===== config.mk =====
export PLATFORM = sky130hd
export DESIGN_NAME = nmr_bstrm_seq_ctrl
export DESIGN_NICKNAME = d
export VERILOG_FILES = /design/src/rtl/nmr_bstrm_pkg.sv /design/src/rtl/nmr_bstrm_seq_ctrl.sv
export SDC_FILE = /design/constraint.sdc
export NUM_CORES = 1
export LEC_CHECK = 0
export CORE_UTILIZATION = 50
export CTS_BUF_LIST = sky130_fd_sc_hd__clkbuf_4 sky130_fd_sc_hd__clkbuf_8
export DETAILED_ROUTE_END_ITERATION = 7
export GPL_TIMING_DRIVEN = 0
export PLACE_DENSITY = 0.85
export SYNTH_ARGS = -nofsm -noshare
export SYNTH_HDL_FRONTEND = slang
export SYNTH_SLANG_ARGS = --single-unit

===== constraint.sdc =====
create_clock -name CLK -period 5.2 [get_ports CLK]
set_clock_uncertainty 0.15 [all_clocks]
set_input_delay 0.52 -clock CLK [delete_from_list [all_inputs] [get_ports CLK]]
set_output_delay 0.52 -clock CLK [all_outputs]
set_load 0.005 [all_outputs]

===== src/rtl/nmr_bstrm_pkg.sv =====
// nmr_bstrm_pkg: sequencer state encoding and pulse-entry layout {pol, sel, len}
package nmr_bstrm_pkg;
  typedef enum logic [2:0] {
    S_IDLE, S_FETCH, S_LATCH, S_WAIT_RDY, S_RUN, S_GAP, S_ABORT, S_FINISH
  } bstrm_seq_state_t;
  localparam int ENTRY_LEN_LSB = 0;
  function automatic int entry_sel_lsb(input int dw);
    return dw;
  endfunction
  function automatic int entry_pol_bit(input int dw, input int sw);
    return dw + sw;
  endfunction
  function automatic int entry_width(input int dw, input int sw);
    return dw + sw + 1;
  endfunction
endpackage


===== src/rtl/nmr_bstrm_seq_ctrl.sv =====
// nmr_bstrm_seq_ctrl: walks a pulse table and runs the START/RDY/DONE handshake with the datapath
module nmr_bstrm_seq_ctrl
  import nmr_bstrm_pkg::*;
#(
  parameter int DATA_WIDTH = 32,
  parameter int SEL_WIDTH  = 4,
  parameter int ADDR_WIDTH = 8,
  parameter int LOOP_WIDTH = 16
) (
  input  logic                                         CLK,
  input  logic                                         RST,
  input  logic                                         seq_start,
  input  logic                                         seq_abort,
  input  logic [ADDR_WIDTH:0]                          seq_len,
  input  logic [LOOP_WIDTH-1:0]                        loop_cnt,
  output logic                                         busy,
  output logic                                         seq_done,
  output logic                                         aborted,
  output logic [ADDR_WIDTH-1:0]                        cur_idx,
  output logic [LOOP_WIDTH-1:0]                        loops_done,
  output logic                                         mem_rd,
  output logic [ADDR_WIDTH-1:0]                        mem_addr,
  input  logic [entry_width(DATA_WIDTH, SEL_WIDTH)-1:0] mem_rdata,
  output logic                                         dp_start,
  input  logic                                         dp_rdy,
  input  logic                                         dp_done,
  output logic [DATA_WIDTH-1:0]                        dp_data,
  output logic                                         dp_pls_pol,
  output logic [SEL_WIDTH-1:0]                         dp_mux_sel
);
  localparam int SEL_LSB = entry_sel_lsb(DATA_WIDTH);
  localparam int POL_BIT = entry_pol_bit(DATA_WIDTH, SEL_WIDTH);
  localparam logic [ADDR_WIDTH:0] LEN_MAX = {1'b1, {ADDR_WIDTH{1'b0}}};
  bstrm_seq_state_t r_state;
  logic r_busy, r_done, r_aborted, r_ab, r_mem_rd, r_dp_start, r_pol;
  logic [ADDR_WIDTH-1:0] r_cur, r_last;
  logic [LOOP_WIDTH-1:0] r_loops, r_loop_cnt;
  logic [DATA_WIDTH-1:0] r_data;
  logic [SEL_WIDTH-1:0] r_sel;
  logic [ADDR_WIDTH-1:0] w_last;
  logic [LOOP_WIDTH:0] w_loops_inc;
  logic w_more_loops, w_abort;
  always_comb begin
    w_last       = (seq_len > LEN_MAX) ? '1 : ADDR_WIDTH'(seq_len - 1'b1);
    w_loops_inc  = {1'b0, r_loops} + 1'b1;
    w_more_loops = (r_loop_cnt == '0) || (w_loops_inc < {1'b0, r_loop_cnt});
    w_abort      = seq_abort && r_busy && r_state != S_ABORT && r_state != S_FINISH;
  end
  always_ff @(posedge CLK) begin
    if (RST) begin
      r_state    <= S_IDLE;
      r_busy     <= 1'b0;
      r_done     <= 1'b0;
      r_aborted  <= 1'b0;
      r_ab       <= 1'b0;
      r_mem_rd   <= 1'b0;
      r_dp_start <= 1'b0;
      r_pol      <= 1'b0;
      r_cur      <= '0;
      r_last     <= '0;
      r_loops    <= '0;
      r_loop_cnt <= '0;
      r_data     <= '0;
      r_sel      <= '0;
    end else begin
      r_mem_rd <= 1'b0;
      r_done   <= 1'b0;
      case (r_state)
        S_IDLE: if (seq_start) begin
          r_busy     <= 1'b1;
          r_aborted  <= 1'b0;
          r_ab       <= 1'b0;
          r_cur      <= '0;
          r_loops    <= '0;
          r_loop_cnt <= loop_cnt;
          r_last     <= w_last;
          r_mem_rd   <= seq_len != '0;
          r_state    <= (seq_len == '0) ? S_FINISH : S_FETCH;
        end
        S_FETCH: r_state <= S_LATCH;
        S_LATCH: begin
          r_data  <= mem_rdata[ENTRY_LEN_LSB +: DATA_WIDTH];
          r_sel   <= mem_rdata[SEL_LSB +: SEL_WIDTH];
          r_pol   <= mem_rdata[POL_BIT];
          r_state <= S_WAIT_RDY;
        end
        S_WAIT_RDY: if (dp_rdy) begin
          r_dp_start <= 1'b1;
          r_state    <= S_RUN;
        end
        S_RUN: if (dp_done) begin
          r_dp_start <= 1'b0;
          r_state    <= S_GAP;
        end
        S_GAP: if (r_cur != r_last) begin
          r_cur    <= r_cur + 1'b1;
          r_mem_rd <= 1'b1;
          r_state  <= S_FETCH;
        end else begin
          // finite runs stop before saturation matters; infinite runs wrap
          r_cur    <= '0;
          r_loops  <= (r_loop_cnt != '0 && &r_loops) ? r_loops : w_loops_inc[LOOP_WIDTH-1:0];
          r_mem_rd <= w_more_loops;
          r_state  <= w_more_loops ? S_FETCH : S_FINISH;
        end
        S_ABORT: if (dp_rdy) begin
          r_ab    <= 1'b1;
          r_state <= S_FINISH;
        end
        S_FINISH: begin
          r_done    <= 1'b1;
          r_busy    <= 1'b0;
          r_aborted <= r_ab;
          r_state   <= S_IDLE;
        end
        default: r_state <= S_IDLE;
      endcase
      // abort overrides any transition above, including a coincident dp_done
      if (w_abort) begin
        r_state    <= S_ABORT;
        r_dp_start <= 1'b0;
        r_mem_rd   <= 1'b0;
      end
    end
  end
  assign busy       = r_busy;
  assign seq_done   = r_done;
  assign aborted    = r_aborted;
  assign cur_idx    = r_cur;
  assign loops_done = r_loops;
  assign mem_rd     = r_mem_rd;
  assign mem_addr   = r_cur;
  assign dp_start   = r_dp_start;
  assign dp_data    = r_data;
  assign dp_pls_pol = r_pol;
  assign dp_mux_sel = r_sel;
endmodule


# Word level (Yosys, flattened, before mapping)
# Index checks and enable logic that the tools add are counted.
# W data, S select, Z words.
[totals]
ff_bits = 94
inputBits = 68
output_inout_bits = 74
word_cells = 93
[classes]
add_sub_neg = 3
order_cmp = 2
n_eq_ne = 20
n_mux = 29
reduce_logical = 24
[ops]
columns = ["operator", "n"]
rows = [
  ["$mux W16", 3],
  ["$pmux W16 S2", 1],
  ["$mux W3", 8],
  ["$mux W8", 3],
  ["$pmux W3 S8", 1],
  ["$ne A3 B3 Y1 const B", 6],
  ["$add A16 B1 Y17 const B", 1],
  ["$lt A17 B16 Y1", 1],
  ["$logic_not A16 Y1", 1],
  ["$pmux W8 S2", 1],
  ["$reduce_and A16 Y1", 1],
  ["$reduce_bool A16 Y1", 1],
  ["$eq A3 B3 Y1 const B", 4],
  ["$ne A2 B2 Y1 const B", 6],
  ["$reduce_and A4 Y1", 3],
  ["$pmux W1 S2", 5],
  ["$gt A9 B9 Y1 const B", 1],
  ["$logic_not A9 Y1", 1],
  ["$reduce_bool A9 Y1", 1],
  ["$add A8 B1 Y8 const B", 1],
  ["$ne A8 B8 Y1", 1],
  ["$reduce_bool A2 Y1", 4],
  ["$sub A8 B1 Y8 const B", 1],
  ["$mux W1", 7],
  ["8 further kinds", 15],
]

# Depth between registers and ports, before layout
# Gate-level depths: netlist of the first run.
[logic_depth]
word_depth = 7
depth_mapped = 13
mapped_depth_nobuf = 12

# Worst setup path before layout of the first run
# No wires, ideal clock.
[synth_timing]
path_type = "reg2reg"
startpoint = "register r_loops[0] (netlist: loops_done[0])"
endpoint = "register r_state[1]"
setup_ns = 0.128
t_arrival_ns = 2.939
t_required_ns = 4.922
slack_ns = 1.984
path_stages_with_launch = 14
path_buffers = 1
period_less_slack_ns = 3.216
path_cell_list = "dfxtp_1 -> ha_1 -> nand3_1 -> or3_1 -> buf_6 -> o21ai_1 -> nand2_1 -> ha_1 -> and3_1 -> a221oi_1 -> o22ai_1 -> a211o_1 -> o211ai_1 -> a31oi_1"
[synth_between]
elab_chain_cells = 7
[synth_rtl]
columns = ["element", "line_no", "source"]
rows = [
  ["start, declared", "nmr_bstrm_seq_ctrl.sv:37", "logic [LOOP_WIDTH-1:0] r_loops, r_loop_cnt;"],
  ["start signal, assigned", "nmr_bstrm_seq_ctrl.sv:102", "r_loops <= (r_loop_cnt != '0 && &r_loops) ? r_loops : w_loops_inc[LOOP_WIDTH-1:0];"],
  ["$add A16 B1 Y17", "nmr_bstrm_seq_ctrl.sv:45", "w_loops_inc = {1'b0, r_loops} + 1'b1;"],
  ["$lt A17 B16 Y1", "nmr_bstrm_seq_ctrl.sv:46", "w_more_loops = (r_loop_cnt == '0) || (w_loops_inc < {1'b0, r_loop_cnt});"],
  ["$logic_or A1 B1 Y1", "nmr_bstrm_seq_ctrl.sv:46", ""],
  ["$mux W3", "nmr_bstrm_seq_ctrl.sv:104", "r_state <= w_more_loops ? S_FETCH : S_FINISH;"],
  ["$mux W3", "nmr_bstrm_seq_ctrl.sv:95", "S_GAP: if (r_cur != r_last) begin"],
  ["$pmux W3 S8", "nmr_bstrm_seq_ctrl.sv:68", "case (r_state)"],
  ["$mux W3", "nmr_bstrm_seq_ctrl.sv:119", "if (w_abort) begin"],
  ["end signal, assigned", "nmr_bstrm_seq_ctrl.sv:78", "r_state <= (seq_len == '0) ? S_FINISH : S_FETCH;"],
  ["end signal, assigned", "nmr_bstrm_seq_ctrl.sv:104", ""],
  ["end, declared", "nmr_bstrm_seq_ctrl.sv:34", "bstrm_seq_state_t r_state;"],
]
# No other way between the ends.
# A chain may end at the register's enable or synchronous reset.

# Worst setup path after layout of the first run
# Ends and elaborated chain as after synthesis.

==> impl_results.md, run 1 <==
* Status: finished clean
* Synth cell types at 54
* Post-DP Area at 6030 sq um
* # hold bufs at CTS at 0
* Post-synth EDFFs at 0
* Place WS at 1570 ps
* Antenna fix cells at 0
* Clk buf depth at 2
* Syn nets at 654
* Crit-path cells: ha_1 > nand3_1 > or3_1 > buf_6 > o21ai_1 > nand2_1 > ha_1 > and3_1 > a221oi_1 > o22ai_1 > a211o_1 > o211ai_1 > a31oi_1
* Crit share post-route at 71.5%
* Seq cells post-synth at 94
* Row count at 34
* Met2 Track Usage GR at 43.9%
* Area grow syn2layout at 39.9%
* Peak Freq at 0.269 GHz
* Max Cap Viol at 0
* Vias in the first global route at 4,375
* Synth warn at 0
* Global-route wire length before repair at 20.5 mm
* Clk sinks at 94
* GRT Util Overall at 26.5%
* Antenna violations before repair at 0
* Crit path arrival time at 3790 ps
* ANT nets after route at 0
* Vert. Die Dim at 96.8 microns
* Tmin final at 3720 ps
* Detailed Routing Iterations Pass 1 at 4
* Avg Cell Area, Syn at 7.91 sq um
* Hpwl dp at 9.48 mm
* Worst slew margin at 25.0%
* 1st-iter DRT viols at 206
* Post-synthesis sequential area ratio at 41.9%
* CTS tree: yes
* Worst-path maximum fanout at 7
* DRC Markers at 0
* Worst-Skew Late Latency at 350 ps
* Via/cell ratio at 5.46
* Die Area at 9370 sq um
* Setup violations, final at 0
* Post-Synthesis Cells at 568
* Maximum level of the CTS H-tree at 3
* GR Util met3 at 8.24%
* Ys flop type: dfxtp_1
* Hold crit path type: flip-flop to flip-flop
* Clk slew on worst S/H paths at 90 ps
* Starting Density at 51.5%
* Core Area at 8720 sq um
* Post CTS Setup Buffer Count at 0
* Final WS setup at 1480 ps
* Worst path most repeated cell: ha_1
* Die width at 96.8 microns
* Share of layout cells above drive strength 1 at 5.11%
* Worst vdd ir at 0.256 mV
* Routed WL at 12.4 mm
* PwrDens at 366 nW/um^2
* Root Driver: clkbuf_8
* Post-layout nets at 805
* IO Count at 142
* Met1 Use GR at 32.4%
* Largest net degree at the start of global routing at 16
* Worst setup SP type: flip-flop
* GR peak layer: met2
* Routed WL per cell at 14.9 microns
* Port-buffer cells at 140
* Fin. Hold Viols at 0
* Worst Tran Pin Value at 1120 ps
* Final Util at 72.1%
* Remaining Overflow, GRT at 0
* Worst path max stage delay at 470 ps
* Fraction of registers with async set/reset at 0%
* CP required at 5270 ps
* RSZ-0062 raised after global routing: no
* Fin area at 6290 sq um
* Final setup TNS at 0 ps
* Via count at 4,545
* Critical-path top delay cell: dfxtp_1
* # resized after CTS at 0
* RePlAce Congestion at 0.901
* Leak pwr at 2.42 nW
* Worst setup EP type: flip-flop
* Max-slew violations at 0
* Critical path type: flip-flop to flip-flop
* CTS Buf Count at 9
* Synth Cell Area at 4490 sq um
[power by group]
part           internal [mW]  switching [mW]
clock                  0.347           0.255
combinational          0.354           0.417
sequential             0.845          0.0843
total                   1.55           0.756
[cell type report]
type / instances / area [sq um]
clock buffer: 11 / 151
timing repair buffer: 140 / 1400
buffer: 35 / 181
fill: 691 / 2430
sequential: 94 / 1880
multi-input combinational: 414 / 2340
clock inverter: 5 / 104
inverter: 25 / 93.8
tap: 108 / 135
[cells in the final DEF (no fill, tap or decap), types with 2 or more instances in the layout]
cell / instances
inv_1: 25
xnor2_1: 15
and2_1: 3
a221oi_1: 2
nand3b_1: 5
nor3_1: 6
nor2b_1: 2
bufinv_16: 3
nand4_1: 8
nor2_1: 26
a32o_1: 3
clkbuf_1: 23
buf_6: 2
nand2_1: 136
ha_1: 18
o21ai_0: 18
buf_4: 9
a31oi_1: 2
nor4_1: 5
and3_1: 6
o21ai_1: 3
o211ai_1: 2
clkbuf_8: 11
nand3_1: 13
a311oi_1: 2
dfxtp_1: 94
xor2_1: 9
nand2b_1: 3
a21o_1: 9
a21oi_1: 82
a32o_2: 4
or3_1: 9
clkdlybuf4s50_1: 140
[critical path: cells and delay by family (launching register included)]
family                   cells  cell delay (ps)
buffers and inverters        1              150
AO/OA/AOI/OAI                6             1360
adder cells (fa/ha/maj)      2              520
flip-flops                   1              470
AND/OR/NAND/NOR              4              930
[metrics by stage]
stage                     power [mW]  cells  hold slack, ps
after floorplan                 1.37    568             299
after global placement          1.67    816             291
after detailed placement        1.70    816             300
after CTS                       2.30    832             310
after global routing            2.44    832             331
final                           2.30    832             312
[logic make-up (layout without fill, tap and decap cells)]
group | count (synthesis) | in the layout | share of synthesized area (%)
simple gates | 232 | 232 | 23.8
compound gates | 139 | 139 | 18.3
flops | 94 | 94 | 41.9
buf+inv | 60 | 216 | 6.12
xor+xnor | 24 | 24 | 4.68
fa+ha+maj | 18 | 18 | 5.01
mux | 1 | 1 | 0.223
[per-layer routing]
metal / wire (microns) / up-vias
met5: 0 / -
met4: 244 / 0
met3: 1040 / 22
met2: 5860 / 180
met1: 5230 / 2100
li1: - / 2243
[flip-flops by register name, indices dropped and copies added (netlist names)]
register	flops
dp_data	32
loops_done	16
r_loop_cnt	16
cur_idx	8
r_last	8
dp_mux_sel	4
r_state	3
aborted	1
busy	1
dp_pls_pol	1
dp_start	1
mem_rd	1
r_ab	1
seq_done	1
[cell usage after synthesis, types with 3 or more instances]
cell      count  area, sq um
nor4_1        5         31.3
nand3_1      13         65.1
a21o_1        9         67.6
and2_1        3         18.8
clkbuf_1     23         86.3
xor2_1        9         78.8
nand2b_1      3         18.8
o21ai_1       3         15.0
inv_1        25         93.8
dfxtp_1      94         1880
a32o_2        4         45.0
ha_1         18          225
or3_1         9         56.3
nor2_1       26         97.6
nand4_1       8         50.1
nand2_1     136          510
nor3_1        6         30.0
xnor2_1      15          131
buf_4         9         67.6
and3_1        6         37.5
a21oi_1      82          410
nand3b_1      5         37.5
o21ai_0      18         90.1
a32o_1        3         30.0
[worst paths after layout]
kind / slack [ps] / start / end / cells after the start
worst max-delay path: 1480 / loops_done[0] / r_state[1] / 13
worst min-delay path: 310 / dp_data[20] / dp_data[20] / 2
worst min register to register: 310 / dp_data[20] / dp_data[20] / 2
worst max register to register: 1480 / loops_done[0] / r_state[1] / 13
(Power assumes the default switching activity.)
==> run 2: changes to the inputs <==
--- a/config.mk
+++ b/config.mk
@@ -5,11 +5,11 @@
 export SDC_FILE = /design/constraint.sdc
 export NUM_CORES = 1
 export LEC_CHECK = 0
-export CORE_UTILIZATION = 50
+export CORE_UTILIZATION = 43
 export CTS_BUF_LIST = sky130_fd_sc_hd__clkbuf_4 sky130_fd_sc_hd__clkbuf_8
 export DETAILED_ROUTE_END_ITERATION = 7
 export GPL_TIMING_DRIVEN = 0
-export PLACE_DENSITY = 0.85
+export PLACE_DENSITY = 0.78
 export SYNTH_ARGS = -nofsm -noshare
 export SYNTH_HDL_FRONTEND = slang
 export SYNTH_SLANG_ARGS = --single-unit
==> constraint.sdc (replaced) <==
create_clock -name CLK -period 3.2 [get_ports CLK]
set_clock_uncertainty 0.15 [all_clocks]
set_input_delay 0.32 -clock CLK [delete_from_list [all_inputs] [get_ports CLK]]
set_output_delay 0.32 -clock CLK [all_outputs]
set_load 0.005 [all_outputs]
==> run 2 against run 1 <==
Combinational power is 65% higher. Die area up 16%. Register-to-register slack lost 1400 ps. Critical path type unchanged. Critical endpoint is now mem_rd. Largest cell class unchanged.
==> impl_results.md, run 2 (synthesis gave the netlist of run 1 again) <==
* Status: finished clean
* Maximum level of the CTS H-tree at 3 (unchanged)
* Critical path origin: loops_done[0]
* CTS Buf Count at 9 (unchanged)
* Largest net degree at the start of global routing at 16 (unchanged)
* CTS tree: yes
* Tmin final at 3080 ps (-634 ps)
* Row count at 36 (+5.9%)
* Clk slew on worst S/H paths at 90 ps (about the same)
* Worst path max stage delay at 380 ps (-90 ps)
* Post-DP Area at 6060 sq um (+0.54%)
* CP required at 3360 ps (-1910 ps)
* Routed WL per cell at 15.1 microns (+1.3%)
* Worst Tran Pin Value at 1140 ps (+22.3 ps)
* Share of layout cells above drive strength 1 at 8.09% (+3.0 points)
* Most common cell after layout, fill and taps aside: clkdlybuf4s50_1
* Hpwl dp at 9.66 mm (+1.8%)
* Critical path type: flip-flop to flip-flop
* Port-buffer cells at 140 (unchanged)
* Root Driver: clkbuf_8
* IO Count at 142 (unchanged)
* Remaining Overflow, GRT at 0 (unchanged)
* Fin area at 6440 sq um (+2.4%)
* DRC Markers at 0 (unchanged)
* Via/cell ratio at 5.30 (-2.9%)
* Max-slew violations at 0 (unchanged)
* Critical path buffers and inverters at 2 (+1)
* 1st-iter DRT viols at 298 (+45%)
* Crit share post-route at 96.4% (+25 points)
* Die Area at 10,900 sq um (+16%)
* Filler cells at 841 (+22%)
* Vias in the first global route at 4,436 (+1.4%)
* Worst path most repeated cell: ha_4
* RePlAce Congestion at 0.864 (-4.1%)
* Area grow syn2layout at 43.2%
* Starting Density at 45.1% (-6.4 points)
* Crit path arrival time at 3250 ps (-540 ps)
* Crit-path cells: ha_4 > nand3_4 > or3_1 > buf_6 > o21ai_4 > nand2_2 > ha_4 > and3_4 > a221oi_2 > o22ai_1 > a211o_1 > o211ai_1 > buf_4 > a22o_1
* Worst-Skew Late Latency at 370 ps (+20 ps)
* Commonest non-fill, non-tap cells in the layout: clkdlybuf4s50_1 (140), nand2_1 (135), dfxtp_1 (87)
* Routed WL at 13.0 mm (+4.9%)
* Peak Freq at 0.324 GHz (+21%)
* Detailed Routing Iterations Pass 1 at 5 (+1)
* Post-layout nets at 811 (+0.75%)
* Clk buf depth at 2 (unchanged)
* Antenna violations before repair at 0 (unchanged)
* Worst setup EP type: flip-flop
* Worst vdd ir at 0.399 mV (+56%)
* Worst-path maximum fanout at 6 (-1)
* Fin. Hold Viols at 0 (unchanged)
* RSZ-0062 raised after global routing: yes
* Worst setup SP type: flip-flop
* Core Area at 9950 sq um (+14%)
* Vert. Die Dim at 104 microns (+7.7%)
* Hold crit path type: flip-flop to flip-flop
* ANT nets after route at 0 (unchanged)
* Final setup TNS at 0 ps (unchanged)
* Multi-input gate area at 2430 sq um (+3.9%)
* Max reg flops at 32 (unchanged)
* Max Cap Viol at 0 (unchanged)
* Critical-path top delay cell: dfxtp_4
* PwrDens at 571 nW/um^2 (+56%)
* Final Util at 64.7% (-7.4 points)
* Reg-to-reg critical path startpoint: loops_done[0]
* Die width at 104 microns (+7.7%)
* Setup violations, final at 0 (unchanged)
* Via count at 4,571 (+0.57%)
* CP delay by family, top: compound AO/OA/AOI/OAI gates
* GRT Util Overall at 24.1% (-2.5 points)
* Worst slew margin at 23.5% (-1.5 points)
* Global-route wire length before repair at 21.2 mm (+3.3%)
* Storage element area at 1900 sq um (+1.0%)
* Leak pwr at 2.46 nW (+1.7%)
* Antenna fix cells at 0 (unchanged)
* Clk sinks at 94 (unchanged)
* Min-delay src: dp_data[8]
run 2: cell types whose count changed in the layout (fill, tap and decap cells not counted), moves of 2 or more:
| cell | previous run | this run |
|---|---|---|
| dfxtp_4 | 0 | 4 |
| ha_4 | 0 | 2 |
| buf_4 | 9 | 15 |
| dfxtp_2 | 0 | 3 |
| ha_1 | 18 | 16 |
| dfxtp_1 | 94 | 87 |
run 2: final timing paths:
kind	end	slack, ps	cells after the start
hold / removal	dp_data[8]	310	2
setup / recovery	mem_rd	120	14
setup reg to reg	mem_rd	120	14
hold reg to reg	dp_data[8]	310	2
run 2: routing by layer:
layer | vias up | wire length (microns) | track usage (%)
li1 | 2260 | - | -
met1 | 2127 | 5600 | 29.7
met2 | 167 | 6120 | 39.4
met3 | 17 | 1090 | 7.77
met4 | 0 | 166 | 8.37
met5 | - | 0 | 0
run 2: tightest hold or removal path: stages (launching register included):
cell and delay [ps]:
dfxtp_1 320, nand2_1 50, a21oi_1 50
run 2: layout make-up:
type / count / area share (%)
clock buffers: 10 / 2.14
plain buffers: 35 / 2.82
well taps: 133 / 2.59
flip-flops and latches: 94 / 29.5
repair buffers: 146 / 22.5
multi-input cells: 414 / 37.7
inverters: 25 / 1.46
clock inverters: 5 / 1.28
run 2: power breakdown:
part | switching [mW] | leakage (nW) | internal (mW)
Sequential | 0.145 | 0.769 | 1.37
Clock | 0.425 | 0.113 | 0.460
Combinational | 0.681 | 1.58 | 0.592
Total | 1.25 | 2.46 | 2.42
run 2: through the flow:
step / worst slack (ps) / instances / power, mW / hold slack [ps]
finish: 117 / 862 / 3.67 / 306
global placement: -362 / 841 / 2.72 / 292
CTS: 21.1 / 858 / 3.66 / 311
global route: -38.0 / 862 / 3.90 / 333
detailed placement: -417 / 841 / 2.77 / 298
floorplan: 25.3 / 568 / 2.22 / 260
run 2: what timing repair did:
| action | in CTS | in global routing |
|---|---|---|
| setup buffers | 2 | 4 |
| cloned | 0 | 0 |
| hold buffers | 0 | 0 |
| gates resized for setup | 13 | 11 |
| setup endpoints to repair | 3 | 3 |
| pin swaps | 2 | 11 |
==> run 3: changes to the inputs <==
==> constraint.sdc (replaced) <==
create_clock -name CLK -period 3.2 [get_ports CLK]
set_clock_uncertainty 0.15 [all_clocks]
set_input_delay 0.32 -clock CLK [delete_from_list [all_inputs] [get_ports CLK]]
set_output_delay 0.32 -clock CLK [all_outputs]
set_load 0.02 [all_outputs]
==> run 3 against run 2 <==
Hold slack about the same. Clock power down 17%. First-iteration DRC count down 44%. Worst setup slack worse by 6.2 ps. Largest cell class unchanged. Critical endpoint unchanged. Combinational power up 10%.
==> impl_results.md, run 3 (synthesis gave the netlist of run 1 again) <==
* Detailed Routing Iterations Pass 1 at 4 (-1)
* Antenna violations before repair at 0 (unchanged)
* Clk sinks at 94 (unchanged)
* Status: finished clean
* CP required at 3340 ps (-20 ps)
* Net load switching power at 1.36 mW (+8.3%)
* Crit-path cells: buf_6 > nand4_1 > nor3_2 > nand2_1 > xnor2_2 > ha_1 > and3_4 > a221oi_2 > o22ai_1 > a211o_1 > o211ai_1 > buf_4 > a22o_1
* Hold crit path type: flip-flop to flip-flop
* Max-slew violations at 0 (unchanged)
* Maximum level of the CTS H-tree at 3 (unchanged)
* Fin. Hold Viols at 0 (unchanged)
* Vert. Die Dim at 104 microns (unchanged)
* Most common cell after layout, fill and taps aside: clkdlybuf4s50_1
* Worst setup SP type: flip-flop
* Antenna fix cells at 0 (unchanged)
* Critical-path top delay cell: dfxtp_4
* Row count at 36 (unchanged)
* Placed Cells at 841 (unchanged)
* Critical path type: flip-flop to flip-flop
* Core Area at 9950 sq um (unchanged)
* Commonest non-fill, non-tap cells in the layout: clkdlybuf4s50_1 (140), nand2_1 (135), dfxtp_1 (86)
* Vias in the first global route at 4,387 (-1.1%)
* 1st-iter DRT viols at 167 (-44%)
* Leak pwr at 2.44 nW (-0.52%)
* Die Area at 10,900 sq um (unchanged)
* CTS Buf Count at 9 (unchanged)
* Max Cap Viol at 0 (unchanged)
* Worst-path maximum fanout at 6 (unchanged)
* ANT nets after route at 0 (unchanged)
* Peak Freq at 0.324 GHz (-0.20%)
* Filler cells at 854 (+1.5%)
* Port-buffer cells at 140 (unchanged)
* Routed WL at 12.7 mm (-2.2%)
* Routed WL per cell at 14.7 microns (-2.5%)
* Share of layout cells above drive strength 1 at 8.61% (+0.51 points)
* Post-layout nets at 813 (+0.25%)
* PwrDens at 569 nW/um^2 (-0.37%)
* Switch share at 37.2% (+3.1 points)
* Max reg flops at 32 (unchanged)
* Starting Density at 45.1% (unchanged)
* Setup violations, final at 0 (unchanged)
* Clock share of power at 20.2% (-3.9 points)
* Internal at 2.29 mW (-5.5%)
* Worst setup EP type: flip-flop
* Largest net degree at the start of global routing at 16 (unchanged)
* CTS tree: yes
* Crit path arrival time at 3230 ps (-20 ps)
* Worst slew margin at 24.1% (+0.63 points)
* Clk buf depth at 2 (unchanged)
* Remaining Overflow, GRT at 0 (unchanged)
* Worst-Skew Late Latency at 350 ps (-20 ps)
* IO Count at 142 (unchanged)
* Crit share post-route at 96.5% (+0.19 points)
* RSZ-0062 raised after global routing: yes
* Hold WS at 307 ps (+0.337 ps)
* Worst Reg2Reg Path Length in Cells at 13 (-1)
* Tmin final at 3090 ps (+6.18 ps)
* Via/cell ratio at 5.29 (-0.33%)
* GRT Util Overall at 23.9% (-0.21 points)
* Worst Tran Pin Value at 1130 ps (-9.42 ps)
* Root Driver: clkbuf_8
* Area grow syn2layout at 42.7%
* Multi-input gate area at 2420 sq um (-0.36%)
* Layout Cells excl Fill at 865 (+0.35%)
* Global-route wire length before repair at 21.0 mm (-0.59%)
* Die width at 104 microns (unchanged)
* Worst vdd ir at 0.300 mV (-25%)
* DRC Markers at 0 (unchanged)
* Worst path max stage delay at 380 ps (about the same)
* WHS Path Cells at 2 (unchanged)
* Combinational power share at 38.4% (+3.7 points)
* Storage element area at 1900 sq um (about the same)
* Power share of the sequential group at 41.4% (about the same)
* Via count at 4,572 (+0.022%)
* Clk slew on worst S/H paths at 90 ps (about the same)
* RePlAce Congestion at 0.916 (+6.1%)
* Hpwl dp at 9.56 mm (-0.97%)
run 3: cell types whose count changed in the layout (fill, tap and decap cells not counted), sizes merged:
cell,previous run,this run
clkbuf,33,35
inv,26,25
bufinv,2,0
clkinvlp,0,2
buf,18,20
run 3: path summary, 6_finish.rpt:
kind	from	end	slack, ps
hold / removal	dp_data[21]	dp_data[21]	310
hold reg to reg	dp_data[21]	dp_data[21]	310
setup / recovery	loops_done[0]	mem_rd	110
setup reg to reg	loops_done[0]	mem_rd	110
run 3: through the flow:
step	power, mW	setup WS, ps	area (sq um)	utilization (%)	setup TNS, ps
after global routing	3.88	-74.5	6410	64.4	-190
after floorplan	2.35	9.14	4500	-	0
after detailed placement	2.90	-391	6070	60.9	-1120
final	3.65	110	6410	64.4	0
after CTS	3.66	7.08	6330	63.6	0
after global placement	2.86	-254	6070	60.9	-738
run 3: layout make-up:
cell class | count | share of cell area (%)
buffer | 35 | 2.83
sequential | 94 | 29.6
multi-input combinational | 414 | 37.7
tap | 133 | 2.60
inverter | 25 | 1.46
clock inverter | 4 | 0.507
clock buffer | 12 | 2.38
timing repair buffer | 148 | 22.9
run 3: power groups by stage:
stage / clock (mW) / combinational [mW] / sequential (mW)
after floorplan: 0 / 0.710 / 1.64
after global placement: 0 / 1.34 / 1.53
after detailed placement: 0 / 1.36 / 1.53
after CTS: 0.754 / 1.39 / 1.51
after global routing: 0.803 / 1.54 / 1.53
final: 0.737 / 1.40 / 1.51
run 3: routing by layer:
layer / vias to the layer above / GRT usage, % / share of wire (%)
li1: 2255 / - / -
met1: 2121 / 28.8 / 42
met2: 184 / 40.0 / 47
met3: 12 / 8.08 / 9.2
met4: 0 / 7.14 / 1.1
met5: - / 0 / 0
run 3: worst max-delay path: cells and delay by family (launching register included):
kind            cells  cell delay (ps)
buf+inv             2              270
fa+ha+maj           1              310
compound gates      5              910
flops               1              380
simple gates        4              830
xor+xnor            1              170
run 3: repair_timing:
item                                    in CTS  in global routing
hold buffers                                 0                  0
gates cloned                                 0                  0
setup buffers                                3                  5
gates resized for setup                     10                 12
endpoints found under the hold margin        0                  0
pin swaps                                    1                 12
endpoints found under the setup margin       3                  3
